`config.mk`:
```
export PLATFORM = sky130hd
export DESIGN_NAME = mc_decoder
export DESIGN_NICKNAME = d
export VERILOG_FILES = /design/src/rtl/picomips_pkg.sv /design/src/rtl/mc_decoder_sync_bit.sv /design/src/rtl/mc_decoder.sv
export SDC_FILE = /design/constraint.sdc
export NUM_CORES = 1
export LEC_CHECK = 0
export ABC_AREA = 1
export CAP_MARGIN = 5
export CORE_MARGIN = 2
export CORE_UTILIZATION = 45
export CTS_BUF_LIST = sky130_fd_sc_hd__clkbuf_8
export DETAILED_ROUTE_END_ITERATION = 10
export PLACE_DENSITY = 0.84
export SETUP_SLACK_MARGIN = 0.3
export SYNTH_ARGS = -nofsm -noshare
export SYNTH_HDL_FRONTEND = slang
export SYNTH_SLANG_ARGS = --single-unit
```
`constraint.sdc`:
```
create_clock -name clk -period 2 [get_ports clk]
set_input_delay 0.6 -clock clk [delete_from_list [all_inputs] [get_ports clk]]
set_output_delay 0.6 -clock clk [all_outputs]
set_load 0.05 [all_outputs]
```
`src/rtl/picomips_pkg.sv`:
```
// Shared picoMIPS constants: opcodes, ALU function codes and the
// multi-cycle decoder state type.
package picomips_pkg;

    // Instruction opcodes (low 6 bits of the opcode field)
    localparam logic [5:0] OP_NOP  = 6'b111111;
    localparam logic [5:0] OP_ADD  = 6'b000000;
    localparam logic [5:0] OP_ADDI = 6'b000001;
    localparam logic [5:0] OP_SUB  = 6'b000010;
    localparam logic [5:0] OP_SUBI = 6'b000011;
    localparam logic [5:0] OP_MUL  = 6'b000100;
    localparam logic [5:0] OP_MULI = 6'b000101;
    localparam logic [5:0] OP_ADDF = 6'b000110;
    localparam logic [5:0] OP_BAT  = 6'b000111;

    // ALU function select codes
    localparam logic [2:0] ALU_ADD  = 3'b000;
    localparam logic [2:0] ALU_SUB  = 3'b001;
    localparam logic [2:0] ALU_MUL  = 3'b010;
    localparam logic [2:0] ALU_ADDF = 3'b011;
    localparam logic [2:0] ALU_NOP  = 3'b111;

    // RUN: single-cycle decode; MWAIT: multiply in progress;
    // BWAIT: waiting for the switch to leave the branch condition.
    typedef enum logic [1:0] {
        ST_RUN   = 2'd0,
        ST_MWAIT = 2'd1,
        ST_BWAIT = 2'd2
    } state_t;

endpackage

```
`src/rtl/mc_decoder_sync_bit.sv`:
```
// Multi-flop synchroniser for a single asynchronous input bit.
module sync_bit #(
    parameter int STAGES = 2
) (
    input  logic clk_i,
    input  logic rst_i,
    input  logic d_i,
    output logic q_o
);

    logic [STAGES-1:0] chain_q;

    // Shift the raw input through the flop chain; clears to 0 on reset.
    always_ff @(posedge clk_i or posedge rst_i) begin
        if (rst_i) chain_q <= '0;
        else       chain_q <= {chain_q[STAGES-2:0], d_i};
    end

    assign q_o = chain_q[STAGES-1];

endmodule

```
`src/rtl/mc_decoder.sv`:
```
// Multi-cycle picoMIPS instruction decoder. MUL/MULI stall for a
// configurable number of cycles; BAT stalls until the synchronised
// switch status differs from the branch condition bit.
module mc_decoder
    import picomips_pkg::*;
#(
    parameter int OPW         = 6,
    parameter int MUL_CYCLES  = 3,
    parameter int SYNC_STAGES = 2
) (
    input  logic           clk,
    input  logic           reset,
    input  logic [OPW-1:0] opcode,
    input  logic [3:0]     flags,
    input  logic           Bcond,
    input  logic           Bstus,
    output logic           PCincr,
    output logic           PCabsbranch,
    output logic           PCrelbranch,
    output logic [2:0]     ALUfunc,
    output logic           imm,
    output logic           w,
    output logic           stall,
    output logic           illegal,
    output state_t         dbg_state_o
);

    // First MWAIT cycle counts down from here; the final MWAIT cycle is the write.
    localparam logic [3:0] CNT_LOAD = (MUL_CYCLES > 1) ? 4'(MUL_CYCLES - 2) : 4'd0;

    state_t         state_q, state_d;
    logic [3:0]     cnt_q, cnt_d;
    logic [OPW-1:0] op_q, op_d;
    logic           bcond_q, bcond_d;
    logic           bs_sync;

    logic [OPW-1:0] cur_op;
    logic           cur_bcond;
    logic [5:0]     op_lo;
    logic           upper_nz;
    logic           pcincr_c, stall_c, w_c, imm_c, illegal_c;
    logic [2:0]     alu_c;

    // Flags are reserved for conditional branches in a later revision.
    logic unused_flags;
    assign unused_flags = ^flags;

    sync_bit #(.STAGES(SYNC_STAGES)) u_sync (
        .clk_i (clk),
        .rst_i (reset),
        .d_i   (Bstus),
        .q_o   (bs_sync)
    );

    // State, wait counter and the instruction latched on entry to a wait state.
    always_ff @(posedge clk or posedge reset) begin
        if (reset) begin
            state_q <= ST_RUN;
            cnt_q   <= '0;
            op_q    <= '0;
            bcond_q <= 1'b0;
        end else begin
            state_q <= state_d;
            cnt_q   <= cnt_d;
            op_q    <= op_d;
            bcond_q <= bcond_d;
        end
    end

    // Next-state and output decode; wait states decode the latched instruction.
    always_comb begin
        state_d   = state_q;
        cnt_d     = cnt_q;
        op_d      = op_q;
        bcond_d   = bcond_q;
        pcincr_c  = 1'b0;
        stall_c   = 1'b0;
        w_c       = 1'b0;
        imm_c     = 1'b0;
        illegal_c = 1'b0;
        alu_c     = ALU_NOP;

        cur_op    = (state_q == ST_RUN) ? opcode : op_q;
        cur_bcond = (state_q == ST_RUN) ? Bcond  : bcond_q;
        op_lo     = cur_op[5:0];
        upper_nz  = (cur_op >> 6) != '0;

        if (!upper_nz) begin
            unique case (op_lo)
                OP_ADD, OP_ADDI: alu_c = ALU_ADD;
                OP_SUB, OP_SUBI: alu_c = ALU_SUB;
                OP_MUL, OP_MULI: alu_c = ALU_MUL;
                OP_ADDF:         alu_c = ALU_ADDF;
                default:         alu_c = ALU_NOP;
            endcase
            imm_c = (op_lo == OP_ADDI) || (op_lo == OP_SUBI) || (op_lo == OP_MULI);
        end

        unique case (state_q)
            ST_RUN: begin
                op_d    = opcode;
                bcond_d = Bcond;
                if (upper_nz) begin
                    pcincr_c  = 1'b1;
                    illegal_c = 1'b1;
                end else begin
                    case (op_lo)
                        OP_ADD, OP_ADDI, OP_SUB, OP_SUBI, OP_ADDF: begin
                            pcincr_c = 1'b1;
                            w_c      = 1'b1;
                        end
                        OP_MUL, OP_MULI: begin
                            if (MUL_CYCLES == 1) begin
                                pcincr_c = 1'b1;
                                w_c      = 1'b1;
                            end else begin
                                stall_c = 1'b1;
                                cnt_d   = CNT_LOAD;
                                state_d = ST_MWAIT;
                            end
                        end
                        OP_BAT: begin
                            if (bs_sync != cur_bcond) begin
                                pcincr_c = 1'b1;
                            end else begin
                                stall_c = 1'b1;
                                state_d = ST_BWAIT;
                            end
                        end
                        OP_NOP:  pcincr_c = 1'b1;
                        default: begin
                            pcincr_c  = 1'b1;
                            illegal_c = 1'b1;
                        end
                    endcase
                end
            end
            ST_MWAIT: begin
                if (cnt_q != '0) begin
                    stall_c = 1'b1;
                    cnt_d   = cnt_q - 4'd1;
                end else begin
                    w_c      = 1'b1;
                    pcincr_c = 1'b1;
                    state_d  = ST_RUN;
                end
            end
            ST_BWAIT: begin
                if (bs_sync == cur_bcond) begin
                    stall_c = 1'b1;
                end else begin
                    pcincr_c = 1'b1;
                    state_d  = ST_RUN;
                end
            end
            default: state_d = ST_RUN;
        endcase
    end

    // All outputs are forced low while reset is held.
    always_comb begin
        PCincr      = pcincr_c  & ~reset;
        stall       = stall_c   & ~reset;
        w           = w_c       & ~reset;
        imm         = imm_c     & ~reset;
        illegal     = illegal_c & ~reset;
        ALUfunc     = reset ? 3'b000 : alu_c;
        PCabsbranch = 1'b0;
        PCrelbranch = 1'b0;
    end

    assign dbg_state_o = state_q;

endmodule

```
==> results of run 1 <==
## kinds of logic (layout without fill, tap and decap cells)
| logic type | Yosys count | in the layout | synth area share [%] |
|---|---|---|---|
| adder cells (fa/ha/maj) | 1 | 1 | 1.28 |
| XOR/XNOR | 2 | 2 | 1.80 |
| buffers and inverters | 31 | 98 | 13.8 |
| flip-flops | 15 | 15 | 38.5 |
| AND/OR/NAND/NOR | 58 | 58 | 34.6 |
| AO/OA/AOI/OAI | 14 | 14 | 9.62 |
| other | 1 | 2 | 0.384 |
## final cells by class
cell class              instances  area (µm²)
flip-flops and latches         15         378
fillers                        52         108
multi-input cells              77         668
repair buffers                 66         658
clock inverters                 1        7.51
clock buffers                   3        41.3
well taps                      27        33.8
inverters                      28         108
## worst max-delay path, delay by kind of cell (launching register included)
family / cells / cell delay, ns
DFF: 1 / 0.44
AOI/OAI and AO/OA: 1 / 0.32
and+or+nand+nor: 6 / 0.62
buffers and inverters: 3 / 0.41
## how the worst min path moves through the flow
stage | startpoint | end | slack, ns | depth (start not counted)
final | u_sync.chain_q[0]$_DFF_PP0_ | u_sync.chain_q[1]$_DFF_PP0_ | 0.35 | 0
after global routing | u_sync.chain_q[0]$_DFF_PP0_ | u_sync.chain_q[1]$_DFF_PP0_ | 0.36 | 0
after CTS | u_sync.chain_q[0]$_DFF_PP0_ | u_sync.chain_q[1]$_DFF_PP0_ | 0.35 | 0
after detailed placement | u_sync.chain_q[0]$_DFF_PP0_ | u_sync.chain_q[1]$_DFF_PP0_ | 0.34 | 0
after global placement | u_sync.chain_q[0]$_DFF_PP0_ | u_sync.chain_q[1]$_DFF_PP0_ | 0.33 | 0
after floorplan | u_sync.chain_q[0]$_DFF_PP0_ | u_sync.chain_q[1]$_DFF_PP0_ | 0.33 | 0
## Yosys cell counts, types with 3 or more instances
master	n
o21ai_1	3
nand3_1	3
nand2_2	6
nor2_1	7
dfrtp_1	15
inv_1	25
inv_2	3
o21ai_2	3
nand2_1	25
a21oi_1	3
nand2_4	5
nand4_1	3
## registers in the layout, indices dropped and copies added (netlist names)
| signal | cells |
|---|---|
| cnt_q | 4 |
| u_sync.chain_q | 2 |
| bcond_q | 1 |
| dbg_state_o | 2 |
| op_q | 6 |
## repair_timing
action | in CTS | in global routing
endpoints found under the setup margin | 9 | 12
buffers inserted | 10 | 6
gates resized for setup | 31 | 27
pin swaps | 17 | 14
cloned | 0 | 0
## power groups by stage
stage	registers [mW]	clock network [mW]	logic, mW
floorplan	0.477	0	0.691
global placement	0.448	0	1.18
detailed placement	0.452	0	1.23
CTS	0.447	0.263	1.39
global route	0.465	0.277	1.69
finish	0.463	0.268	1.63
## layer usage
layer  part of all wire (%)  routed length (µm)
met1                     37                1530
met2                     53                2200
met3                    5.8                 240
met5                      0                   0
met4                    4.2                 176
## per-stage QoR
stage / setup TNS, ns / cells / power [mW] / utilization [%] / worst slack [ns]
after floorplan: -2.08 / 123 / 1.17 / - / -0.400
after global placement: -4.69 / 197 / 1.63 / 77.8 / -0.636
after detailed placement: -4.79 / 197 / 1.68 / 77.8 / -0.648
after CTS: -3.91 / 211 / 2.10 / 87.0 / -0.530
after global routing: -5.22 / 217 / 2.44 / 94.6 / -0.736
final: -4.79 / 217 / 2.36 / 94.6 / -0.669
==> run_summary.xml, run 1 <==
<?xml version="1.0" encoding="UTF-8"?>
<metrics>
  <group name="run_status">
    <metric name="status" unit="">finished, violations left</metric>
    <metric name="violations_in_the_final_reports" unit="">negative setup slack</metric>
  </group>
  <group name="sta">
    <metric name="finClkSkew" unit="ns">0.00574</metric>
    <metric name="final-hold-violation-count" unit="">0</metric>
    <metric name="fin_worst_hold_slack" unit="ns">0.352</metric>
    <metric name="finalWorstPathRequiredPeriod" unit="ns">2.67</metric>
    <metric name="min_period_over_period" unit="%">133</metric>
    <metric name="max_clock_freq" unit="MHz">375</metric>
    <metric name="finalWorstSetupSlack" unit="ns">-0.669</metric>
    <metric name="finalSetupViolCount" unit="">8</metric>
    <metric name="rsz0062_at_grt" unit="">yes</metric>
    <metric name="drv_slew" unit="">0</metric>
  </group>
  <group name="power">
    <metric name="cellLeakagePower" unit="nW">0.959</metric>
    <metric name="power.sequential.fraction" unit="%">19.6</metric>
    <metric name="vdd_ir_drop_max" unit="mV">1.16</metric>
    <metric name="power_per_cell_area" unit="mW/mm²">1250</metric>
    <metric name="clock_power_share" unit="%">11.4</metric>
    <metric name="netSwitchingFraction" unit="%">46.8</metric>
    <metric name="power.internal" unit="mW">1.26</metric>
    <metric name="part_of_the_total_power_dissipated_in_combinational_logic" unit="%">69.0</metric>
    <metric name="switching_power" unit="mW">1.10</metric>
  </group>
  <group name="worst_setup_path">
    <metric name="crit_chain" unit="">nor2_4 -&gt; buf_4 -&gt; buf_4 -&gt; nand2_4 -&gt; nand2_4 -&gt; nand2_4 -&gt; nor2_4 -&gt; nand2_4 -&gt; a211oi_4 -&gt; buf_12</metric>
    <metric name="cp.arrival" unit="ns">2.07</metric>
    <metric name="internal_reg_to_reg_setup_slack" unit="ns">0.06</metric>
    <metric name="cp_common_cell" unit="">nand2_4</metric>
    <metric name="worst_setup_path_startpoint" unit="">dbg_state_o[0]$_DFFE_PP0P_</metric>
    <metric name="startpoint_type" unit="">flop</metric>
    <metric name="timing.rr.start" unit="">dbg_state_o[0]$_DFFE_PP0P_</metric>
    <metric name="rr_worst_depth" unit="">13</metric>
    <metric name="endpoint_kind" unit="">primary output</metric>
    <metric name="critical-path-max-stage-delay" unit="ns">0.44</metric>
    <metric name="crit_required" unit="ns">1.40</metric>
    <metric name="slowest_stage" unit="">dfrtp_2</metric>
    <metric name="setup.worst_path.end" unit="">imm</metric>
    <metric name="crit_path_max_fanout" unit="">4</metric>
    <metric name="worstReg2RegEnd" unit="">dbg_state_o[1]$_DFFE_PP0P_</metric>
    <metric name="crit_type" unit="">flop to primary output</metric>
  </group>
  <group name="layout">
    <metric name="layout-area-overhead-vs-synth" unit="%">94.1</metric>
    <metric name="finalInstanceArea" unit="mm²">0.00189</metric>
    <metric name="post_route_cells_drive_above_1_share" unit="%">60.5</metric>
    <metric name="final_nets" unit="">206</metric>
    <metric name="num_antenna_cells" unit="">0</metric>
    <metric name="layout_commonest_cell" unit="">buf_4</metric>
    <metric name="final_cell_mix" unit="">buf_4 (38), inv_1 (20), nand2_4 (14)</metric>
  </group>
  <group name="synth">
    <metric name="synthDominantCellAreaShare" unit="%">38.5</metric>
    <metric name="netlist_top_cells_area" unit="">dfrtp_1 (38%), inv_1 (9.6%), nand2_1 (9.6%), nand2_4 (5.8%), nand2_2 (3.8%)</metric>
    <metric name="synth_area" unit="µm²">976</metric>
    <metric name="synth-edff-count" unit="">0</metric>
    <metric name="synth_cell_type_count" unit="">28</metric>
    <metric name="postSynthCellCount" unit="">122</metric>
    <metric name="yosysSeqAreaShare" unit="%">38.5</metric>
    <metric name="yosys_register_bits" unit="">15</metric>
    <metric name="fraction_of_synthesis_flops_using_an_asynchronous_set_or_reset_pin" unit="%">100</metric>
    <metric name="synth_area_leader_cell" unit="">dfrtp_1</metric>
    <metric name="top_reg_cell_synth" unit="">dfrtp_1</metric>
    <metric name="syn_area_per_cell" unit="µm²">8.00</metric>
    <metric name="yosysWarningCount" unit="">0</metric>
  </group>
  <group name="detailed_routing">
    <metric name="drc_errors" unit="">0</metric>
    <metric name="vias_per_cell" unit="">5.31</metric>
    <metric name="drt_iter0_markers" unit="">23</metric>
    <metric name="detail_route.wl_per_cell" unit="µm">19.1</metric>
    <metric name="finalWirelength" unit="mm">4.15</metric>
    <metric name="detail_route.first_pass.iterations" unit="">4</metric>
    <metric name="final_antenna_violating_net_count" unit="">0</metric>
    <metric name="number_of_vias_in_the_routed_layout" unit="">1152</metric>
  </group>
  <group name="global_route">
    <metric name="gr-usage-all-layers" unit="%">29.0</metric>
    <metric name="first_global_vias" unit="">1159</metric>
    <metric name="gr-total-overflow" unit="">0</metric>
    <metric name="top_usage_layer" unit="">met2</metric>
    <metric name="wire_length_of_the_first_global_routing_pass" unit="mm">5.44</metric>
    <metric name="gr-usage-met2" unit="%">54.8</metric>
    <metric name="met1_usage" unit="%">31.3</metric>
    <metric name="maximum_number_of_pins_on_one_net_before_global_route_repair" unit="">16</metric>
    <metric name="antenna_found_initial" unit="">0</metric>
    <metric name="gr-usage-met3" unit="%">5.36</metric>
  </group>
  <group name="clocking">
    <metric name="clock-root-buffer" unit="">clkbuf_8</metric>
    <metric name="cts-root-to-sink-buffers" unit="">2</metric>
    <metric name="path_clk_slew" unit="ns">0.07</metric>
    <metric name="clkSinkCount" unit="">15</metric>
    <metric name="worstSkewPairLatency" unit="ns">0.26</metric>
    <metric name="tritoncts" unit="">built</metric>
    <metric name="cts-buffers-inserted" unit="">3</metric>
    <metric name="ctsHtreeMaxLevel" unit="">1</metric>
    <metric name="cts-hold-fix-buffers" unit="">0</metric>
  </group>
  <group name="die">
    <metric name="initial_core_util" unit="%">48.8</metric>
    <metric name="dieHeight" unit="µm">50.6</metric>
    <metric name="ioPinCount" unit="">26</metric>
    <metric name="die_w" unit="µm">50.6</metric>
    <metric name="die-area" unit="mm²">0.00256</metric>
    <metric name="core_area" unit="mm²">0.00200</metric>
    <metric name="placementRows" unit="">16</metric>
  </group>
  <group name="placement">
    <metric name="place_congestion" unit="">0.817</metric>
    <metric name="dpl_cell_area" unit="mm²">0.00156</metric>
    <metric name="place.detailed.hpwl" unit="mm">1.94</metric>
    <metric name="port_buffers" unit="">19</metric>
  </group>
  <group name="hold_path">
    <metric name="worst_hold_path_type" unit="">flop to flop</metric>
  </group>
  <group name="flow_run">
    <metric name="max_cap_viol_count" unit="">0</metric>
  </group>
</metrics>
Note: power is estimated with default switching activity, not from simulation.
==> inputs of run 2 (changes only) <==
--- a/config.mk
+++ b/config.mk
@@ -13,6 +13,7 @@
 export DETAILED_ROUTE_END_ITERATION = 10
 export PLACE_DENSITY = 0.84
 export SETUP_SLACK_MARGIN = 0.3
+export SLEW_MARGIN = 25
 export SYNTH_ARGS = -nofsm -noshare
 export SYNTH_HDL_FRONTEND = slang
 export SYNTH_SLANG_ARGS = --single-unit
==> results of run 2 <==
Same layout as run 1: the final DEF is identical, and so are final timing and power.
